### config.mk
export PLATFORM = sky130hd
export DESIGN_NAME = writeback_stage
export DESIGN_NICKNAME = d
export VERILOG_FILES = /design/src/rtl/writeback_stage.sv
export SDC_FILE = /design/constraint.sdc
export NUM_CORES = 1
export LEC_CHECK = 0
export BUFFER_PORTS_ARGS = -buffer_cell sky130_fd_sc_hd__buf_2
export CAP_MARGIN = 30
export CORE_MARGIN = 2
export CORE_UTILIZATION = 30
export DETAILED_ROUTE_END_ITERATION = 6
export PLACE_DENSITY = 0.61
export SLEW_MARGIN = 20
export SYNTH_ARGS = -nofsm -noshare
export SYNTH_HDL_FRONTEND = slang
export SYNTH_SLANG_ARGS = --single-unit
### constraint.sdc
create_clock -name clk_i -period 3.2 [get_ports clk_i]
set_input_delay 0.32 -clock clk_i [delete_from_list [all_inputs] [get_ports clk_i]]
set_output_delay 0.32 -clock clk_i [all_outputs]
set_load 0.01 [all_outputs]
### src/rtl/writeback_stage.sv
// Y86-64 M->W pipeline register with register-file write-back, processor
// status FSM (RUN/HALT/ERR) and a saturating retired-instruction counter.
module writeback_stage #(
    parameter int          DATA_W   = 64,
    parameter int          CNT_W    = 32,
    parameter logic [3:0]  REG_NONE = 4'hF
) (
    input  logic              clk_i,
    input  logic              rst_i,
    input  logic              W_stall_i,
    input  logic              W_bubble_i,
    input  logic [3:0]        M_icode_i,
    input  logic [3:0]        M_dstE_i,
    input  logic [3:0]        M_dstM_i,
    input  logic [DATA_W-1:0] M_valE_i,
    input  logic [DATA_W-1:0] m_valM_i,
    input  logic [2:0]        m_stat_i,
    output logic              W_valid_o,
    output logic [3:0]        W_icode_o,
    output logic [3:0]        W_dstE_o,
    output logic [3:0]        W_dstM_o,
    output logic [DATA_W-1:0] W_valE_o,
    output logic [DATA_W-1:0] W_valM_o,
    output logic              wb_enE_o,
    output logic              wb_enM_o,
    output logic [2:0]        proc_stat_o,
    output logic              halted_o,
    output logic [CNT_W-1:0]  retired_o
);

    localparam logic [3:0] INOP = 4'h1;
    localparam logic [2:0] SAOK = 3'd1;
    localparam logic [2:0] SHLT = 3'd2;
    localparam logic [2:0] SADR = 3'd3;
    localparam logic [2:0] SINS = 3'd4;

    typedef enum logic [1:0] {RUN, HALT, ERR} state_t;

    state_t              state_q, state_d;
    logic [2:0]          code_q, code_d;
    logic                w_valid_q;
    logic [3:0]          w_icode_q, w_dstE_q, w_dstM_q;
    logic [DATA_W-1:0]   w_valE_q, w_valM_q;
    logic [2:0]          w_stat_q;
    logic [CNT_W-1:0]    retired_q;
    logic                w_ok;

    // The W register stops moving once the processor leaves RUN.
    // NOTE: sequential state uses non-blocking assignments so every register
    // samples pre-edge values regardless of statement order.
    always_ff @(posedge clk_i) begin
        if (rst_i) begin
            w_valid_q <= 1'b0;
            w_icode_q <= INOP;
            w_dstE_q  <= REG_NONE;
            w_dstM_q  <= REG_NONE;
            w_valE_q  <= '0;
            w_valM_q  <= '0;
            w_stat_q  <= SAOK;
        end else if (W_stall_i || state_q != RUN) begin
            w_valid_q <= w_valid_q;
        end else if (W_bubble_i) begin
            w_valid_q <= 1'b0;
            w_icode_q <= INOP;
            w_dstE_q  <= REG_NONE;
            w_dstM_q  <= REG_NONE;
            w_valE_q  <= '0;
            w_valM_q  <= '0;
            w_stat_q  <= SAOK;
        end else begin
            w_valid_q <= 1'b1;
            w_icode_q <= M_icode_i;
            w_dstE_q  <= M_dstE_i;
            w_dstM_q  <= M_dstM_i;
            w_valE_q  <= M_valE_i;
            w_valM_q  <= m_valM_i;
            w_stat_q  <= m_stat_i;
        end
    end

    always_ff @(posedge clk_i) begin
        if (rst_i) begin
            state_q <= RUN;
            code_q  <= SAOK;
        end else begin
            state_q <= state_d;
            code_q  <= code_d;
        end
    end

    // Unknown status codes are reported as an invalid instruction.
    // NOTE: defaults come first so every path assigns every output and no
    // latch is inferred.
    always_comb begin
        state_d = state_q;
        code_d  = code_q;
        if (state_q == RUN && w_valid_q && w_stat_q != SAOK) begin
            case (w_stat_q)
                SHLT: begin
                    state_d = HALT;
                    code_d  = SHLT;
                end
                SADR: begin
                    state_d = ERR;
                    code_d  = SADR;
                end
                default: begin
                    state_d = ERR;
                    code_d  = SINS;
                end
            endcase
        end
    end

    always_ff @(posedge clk_i) begin
        if (rst_i) begin
            retired_q <= '0;
        end else if (w_ok && !W_stall_i && retired_q != '1) begin
            retired_q <= retired_q + {{(CNT_W-1){1'b0}}, 1'b1};
        end
    end

    // popq %rsp names the same register twice; the loaded value (port M) wins.
    assign w_ok     = w_valid_q && w_stat_q == SAOK && state_q == RUN;
    assign wb_enM_o = w_ok && w_dstM_q != REG_NONE;
    assign wb_enE_o = w_ok && w_dstE_q != REG_NONE && w_dstE_q != w_dstM_q;

    assign W_valid_o   = w_valid_q;
    assign W_icode_o   = w_icode_q;
    assign W_dstE_o    = w_dstE_q;
    assign W_dstM_o    = w_dstM_q;
    assign W_valE_o    = w_valE_q;
    assign W_valM_o    = w_valM_q;
    assign proc_stat_o = (state_q == RUN) ? SAOK : code_q;
    assign halted_o    = state_q != RUN;
    assign retired_o   = retired_q;

endmodule
==> results.toml, run 1 <==
[status]
status = "finished clean"

[floorplan]
io_pins = 326
fp-row-count = 57
die_w_um = 162
design.core.area_um2 = 24400
initial_core_util = 0.306
fp.dieArea_um2 = 26200
die_h_um = 162

[detailed_routing]
vias = 7353
avgRoutedWirePerCell_um = 14.9
routed_wl_um = 22600
drtIter0Drc = 427
drcViolationCount = 0
ant_nets = 0
firstDrtPassIters = 6
vias_per_cell = 4.87

[cells_and_area]
drive_gt1_frac = 0.323
final_cell_mix = "buf_2, dfxtp_1, nor2_1, a21oi_1, nor3b_1"
syn_to_final_growth_pct = 33.6
instances_no_fill = 1511
diodes = 0
nets = 1322
layout_commonest_cell = "buf_2"

[global_routing]
overflow = 0
grt_first_pass_wirelength_um = 36100
met2_usage = 0.278
grt_use_met3 = 0.0569
grt_pass1_vias = 6892
grt_max_degree = 96
met1_usage = 0.214
grt_usage = 0.169
grt_most_used_layer = "met2"
grt_antenna_before_repair = 0

[synth]
yosys_warnings = 0
yosysSeqAreaShare = 0.485
synth_area_um2 = 7470
synth_nets = 1039
synthDistinctLibCells = 36
avgSynthCellArea_um2 = 8.39
ys_seq_elements = 181
synth_cells = 891

[setup_path]
critPathCaptureType = "flop"
criticalPathCategory = "reg -> reg"
crit_required_ps = 3550
startpoint_type = "flop"
cp_max_fo = 9
arrival_ps = 2950

[clock_network]
clkTransAtPathRegs_ps = 80
clk_latency_ps = 430
post-cts-setup-buffers = 0
cts_buffer_depth = 2
cts_buffers = 17
htreeDepth = 4
clkSinkCount = 181
cts_resized = 0
cts_root_buffer = "clkbuf_16"
tritoncts = "built"
cts-hold-fix-buffers = 0

[sta]
timing.fmax_mhz = 386
setup_tns_ps = 0
skew_ps = 21.3
finalCritPeriodShare = 0.810
fin_ws_ps = 606
worst_slew_pin_slew_ps = 749
hold_viol = 0
slew_headroom = 0.500
slew_viol_final = 0
setup_viol = 0
rsz0062_at_grt = "false"
min_period_ps = 2590

[placed_design]
placed_cells = 1479
io_buffers = 325
pre_cts_ws_ps = 631
dp_hpwl_um = 15800
routabilityCongestion = 0.784

[hold_path]
hold_path_class = "in -> reg"

[power_and_ir_drop]
peakVddDrop_uv = 372
powerDensity_nw_per_um2 = 504
leakagePower_nw = 4.30

[job]
drv_cap = 0
## synthesized netlist by cell type, drive strengths merged
library cell  instances  area share
nand2                13      0.0065
buf                   4      0.0027
a21oi               161        0.11
a31oi                 1     0.00084
a41oi                 2      0.0023
nor4b                 1      0.0012
a211oi                2      0.0020
nand3b                2      0.0020
nor3                 12      0.0080
and3                  6      0.0050
or2                   2      0.0017
nor3b               133        0.13
o311ai                1      0.0012
or3                  12       0.010
a41o                  1      0.0013
clkbuf               75       0.038
o21ai                11      0.0074
nand4                11      0.0092
or4                  18       0.018
nor2b                 5      0.0042
or3b                  1      0.0012
inv                   6      0.0030
nand3                12      0.0080
nor4                  7      0.0059
or4b                  1      0.0018
o21bai               11       0.011
o22ai                 1     0.00084
xor2                  1      0.0012
dfxtp               181        0.48
xnor2                 6      0.0070
mux2                  5      0.0075
ha                    1      0.0017
o31ai                14       0.014
nor2                166       0.083
and4                  5      0.0059
## critical path, cell delays in order (launching register included)
cell	delay (ps)
dfxtp_1	420
nand4_1	210
or4_1	640
or4_1	670
or4_1	440
a21oi_1	140
## power by group
part	total, mW	internal, mW	switching, mW
sequential	2.38	2.33	0.0455
clock	2.09	1.05	1.04
combinational	0.562	0.243	0.319
total	5.03	3.62	1.41
## metal layers
layer	share of wire	wire [um]	up-vias
met3	0.073	1660	21
met4	0.014	310	0
met5	0	0	-
li1	-	-	3698
met1	0.44	10000	3418
met2	0.47	10600	216
## logic make-up after synthesis
logic type,after synthesis,synth area share
xor+xnor,7,0.00820
fa+ha+maj,1,0.00167
buf+inv,85,0.0434
compound gates,205,0.149
mux,5,0.00753
flops,181,0.485
simple gates,407,0.306
## metrics by stage
| stage | power [mW] | util | hold slack [ps] | instance area [um^2] |
|---|---|---|---|---|
| global route | 5.27 | 0.409 | 133 | 9990 |
| global placement | 2.99 | 0.385 | 462 | 9390 |
| detailed placement | 3.00 | 0.385 | 469 | 9390 |
| finish | 5.03 | 0.409 | 133 | 9990 |
| floorplan | 2.75 | - | 452 | 7470 |
| CTS | 5.11 | 0.409 | 118 | 9990 |
## registers in the layout, indices dropped and copies added, names as in the netlist, 2 cells and up
register and flops:
W_icode_o 4, W_valM_o 64, W_valE_o 64, retired_o 32
state_q 2, w_stat_q 3, W_dstM_o 4, W_dstE_o 4
code_q 3
## worst paths after layout
check	from	to	slack, ps	cells after the start
setup / recovery	retired_o[4]	retired_o[26]	610	5
setup reg to reg	retired_o[4]	retired_o[26]	610	5
hold reg to reg	W_valM_o[29]	W_valM_o[29]	480	2
hold / removal	M_dstM_i[1]	W_dstM_o[1]	130	3
## area by class of cell
| class | count | area, um^2 |
|---|---|---|
| Sequential cell | 181 | 3620 |
| Tap cell | 324 | 405 |
| Fill cell | 2571 | 14400 |
| Clock inverter | 15 | 168 |
| Clock buffer | 17 | 425 |
| Timing Repair Buffer | 343 | 1800 |
| Multi-Input combinational cell | 625 | 3540 |
| Inverter | 6 | 22.5 |
No activity file was read; power rests on OpenSTA's default activity.
==> run 2: changes to the inputs <==
- ABC_AREA: not set -> 1
- PLACE_DENSITY: 0.61 -> 0.63
- clock period: 3.2 -> 2.2 ns (I/O delays scaled with it)
==> results.toml, run 2 <==
[global_routing]
grt_first_pass_wirelength_um = 34800
grt_max_degree = 144
grt_usage = 0.173
grt_pass1_vias = 6890
overflow = 0
grt_antenna_before_repair = 3

[setup_path]
path_cells = "ha_1 > nand2_1 > nor2_2 > nand2_4 > nor2_8 > nand2_4 > nand2_4 > inv_2 > nand2_1 > a21oi_1"
cp-startpoint = "retired_o[0]"
cp_max_fo = 17
reg2reg_slack_ps = 340
arrival_ps = 2140
worst_path_largest_cell_delay_ps = 400
cp_num_buf_inv = 1
path_delay_family = "simple AND/OR/NAND/NOR gates"
r2r_cells = 10
criticalPathCategory = "reg -> reg"
startpoint_type = "flop"
r2r_start = "retired_o[0]"
crit_required_ps = 2480
cpMostUsedCell = "nand2_4"
cp_num_cells = 10
critPathCaptureType = "flop"
slowest_stage = "dfxtp_1"

[sta]
timing.fmax_mhz = 537
slew_headroom = 0.525
setup_tns_ps = 0
rsz0062_at_grt = "false"
min_period_ps = 1860
worst_slew_pin_slew_ps = 712
finalCritPeriodShare = 0.846
slew_viol_final = 0
setup_viol = 0
hold_viol = 0
skew_ps = 19.3

[floorplan]
die_h_um = 159
initial_core_util = 0.305
design.core.area_um2 = 23500
fp-row-count = 56
die_w_um = 159
fp.dieArea_um2 = 25200
io_pins = 326

[cells_and_area]
drive_gt1_frac = 0.301
nets = 1450
final_cell_mix = "nand2_1, buf_2, dfxtp_1, a21oi_1, nor2_1"
syn_to_final_growth_pct = 37.3
post-route-util = 0.419
layout_commonest_cell = "nand2_1"

[synth]
synth_nets = 1137
synth.most_common_cell = "nand2_1"
synthDistinctLibCells = 30
synth_area_um2 = 7170
synth_largest_area_cell = "dfxtp_1"
synth_top_area_share = 0.505
dominantRegCellSynth = "dfxtp_1"
avgSynthCellArea_um2 = 7.25
yosys_warnings = 0
synth_cells = 989
synth-edff-count = 0
synth_common_cells = "nand2_1, dfxtp_1, a21oi_1, nor2_1, inv_1"
async_flop_share = 0
synth.area.top_cells = "dfxtp_1, nand2_1, a21oi_1, nor2_1, nand3_1"
ys_seq_elements = 181
yosysSeqAreaShare = 0.505

[clock_network]
cts_root_buffer = "clkbuf_16"
clkSinkCount = 181
cts_buffers = 17
cts_resized = 0
post-cts-setup-buffers = 0
cts_buffer_depth = 2
clkTransAtPathRegs_ps = 70
tritoncts = "built"
htreeDepth = 4
cts-hold-fix-buffers = 8
clk_latency_ps = 430

[detailed_routing]
routed_wl_um = 22300
drtIter0Drc = 495
drcViolationCount = 0
vias = 7382
ant_nets = 0
vias_per_cell = 4.51
firstDrtPassIters = 5
avgRoutedWirePerCell_um = 13.6

[hold_path]
min_from = "M_dstM_i[1]"
hold_path_class = "in -> reg"
hold_depth = 3

[placed_design]
io_buffers = 325
routabilityCongestion = 0.898
dp_hpwl_um = 15900

[power_and_ir_drop]
powerDensity_nw_per_um2 = 740
peakVddDrop_uv = 534
leakagePower_nw = 4.44

[job]
drv_cap = 0

[status]
status = "finished clean"
run 2: changes by cell type in the layout (fill, tap and decap cells not counted), moves of 7 or more:
cell           previous run  this run
o21ai_0                  11         3
nand3_1                  12        29
xor2_1                    1         8
dlygate4sd3_1             0         8
nor3b_1                 133         0
o21bai_1                 11         0
inv_1                     6        33
or3_1                    11         0
nand2_1                  13       379
o31ai_1                  14         0
or4_1                    18         0
nor2_1                  166        85
o22ai_1                   1        10
run 2: path summary, 6_finish.rpt:
check	endpoint
worst min register to register	code_q[1]
worst max-delay path	retired_o[16]
worst max register to register	retired_o[16]
worst min-delay path	W_dstM_o[1]
run 2: through the flow:
step	hold slack [ps]	setup WS (ps)	instances	instance area (um^2)	power, mW
after floorplan	347	487	989	7170	3.86
after global placement	436	428	1594	9150	4.20
after detailed placement	440	357	1594	9150	4.21
after CTS	0.890	338	1634	9840	7.39
after global routing	8.06	109	1634	9840	7.62
final	26.7	339	1635	9850	7.29
run 2: cell families (layout without fill, tap and decap cells):
| group | count (synthesis) | in the layout | share of synthesized area |
|---|---|---|---|
| flops | 181 | 181 | 0.505 |
| xor+xnor | 10 | 10 | 0.0122 |
| compound gates | 175 | 175 | 0.126 |
| buf+inv | 93 | 419 | 0.0557 |
| fa+ha+maj | 1 | 1 | 0.00174 |
| other cells | 0 | 1 | 0 |
| simple gates | 529 | 529 | 0.299 |
run 2: per-layer routing:
metal	track usage	share of wire	routed length (um)	vias up
met5	0	0.0012	27	-
met1	0.214	0.43	9510	3315
li1	-	-	-	3795
met3	0.0585	0.077	1710	33
met2	0.286	0.48	10600	235
met4	0.0480	0.018	399	4
run 2: worst register-to-register path: stages (launching register included):
cell and delay (ps):
dfxtp_1 400, ha_1 240, nand2_1 90, nor2_2 190, nand2_4 110, nor2_8 150
nand2_4 140, nand2_4 140, inv_2 120, nand2_1 80, a21oi_1 50
run 2: cell type report:
| cell class | instances | area (um^2) |
|---|---|---|
| multi-input cells | 715 | 3150 |
| diodes | 1 | 2.50 |
| flip-flops and latches | 181 | 3620 |
| fillers | 2437 | 13600 |
| repair buffers | 349 | 1920 |
| inverters | 38 | 145 |
| clock buffers | 18 | 429 |
| well taps | 319 | 399 |
| clock inverters | 14 | 181 |
run 2: power breakdown:
part           switching [mW]  total (mW)  internal, mW  leakage, nW
Combinational           0.397       0.691         0.294         2.67
Sequential             0.0586        3.44          3.38         1.47
Clock                    1.50        3.15          1.65        0.297
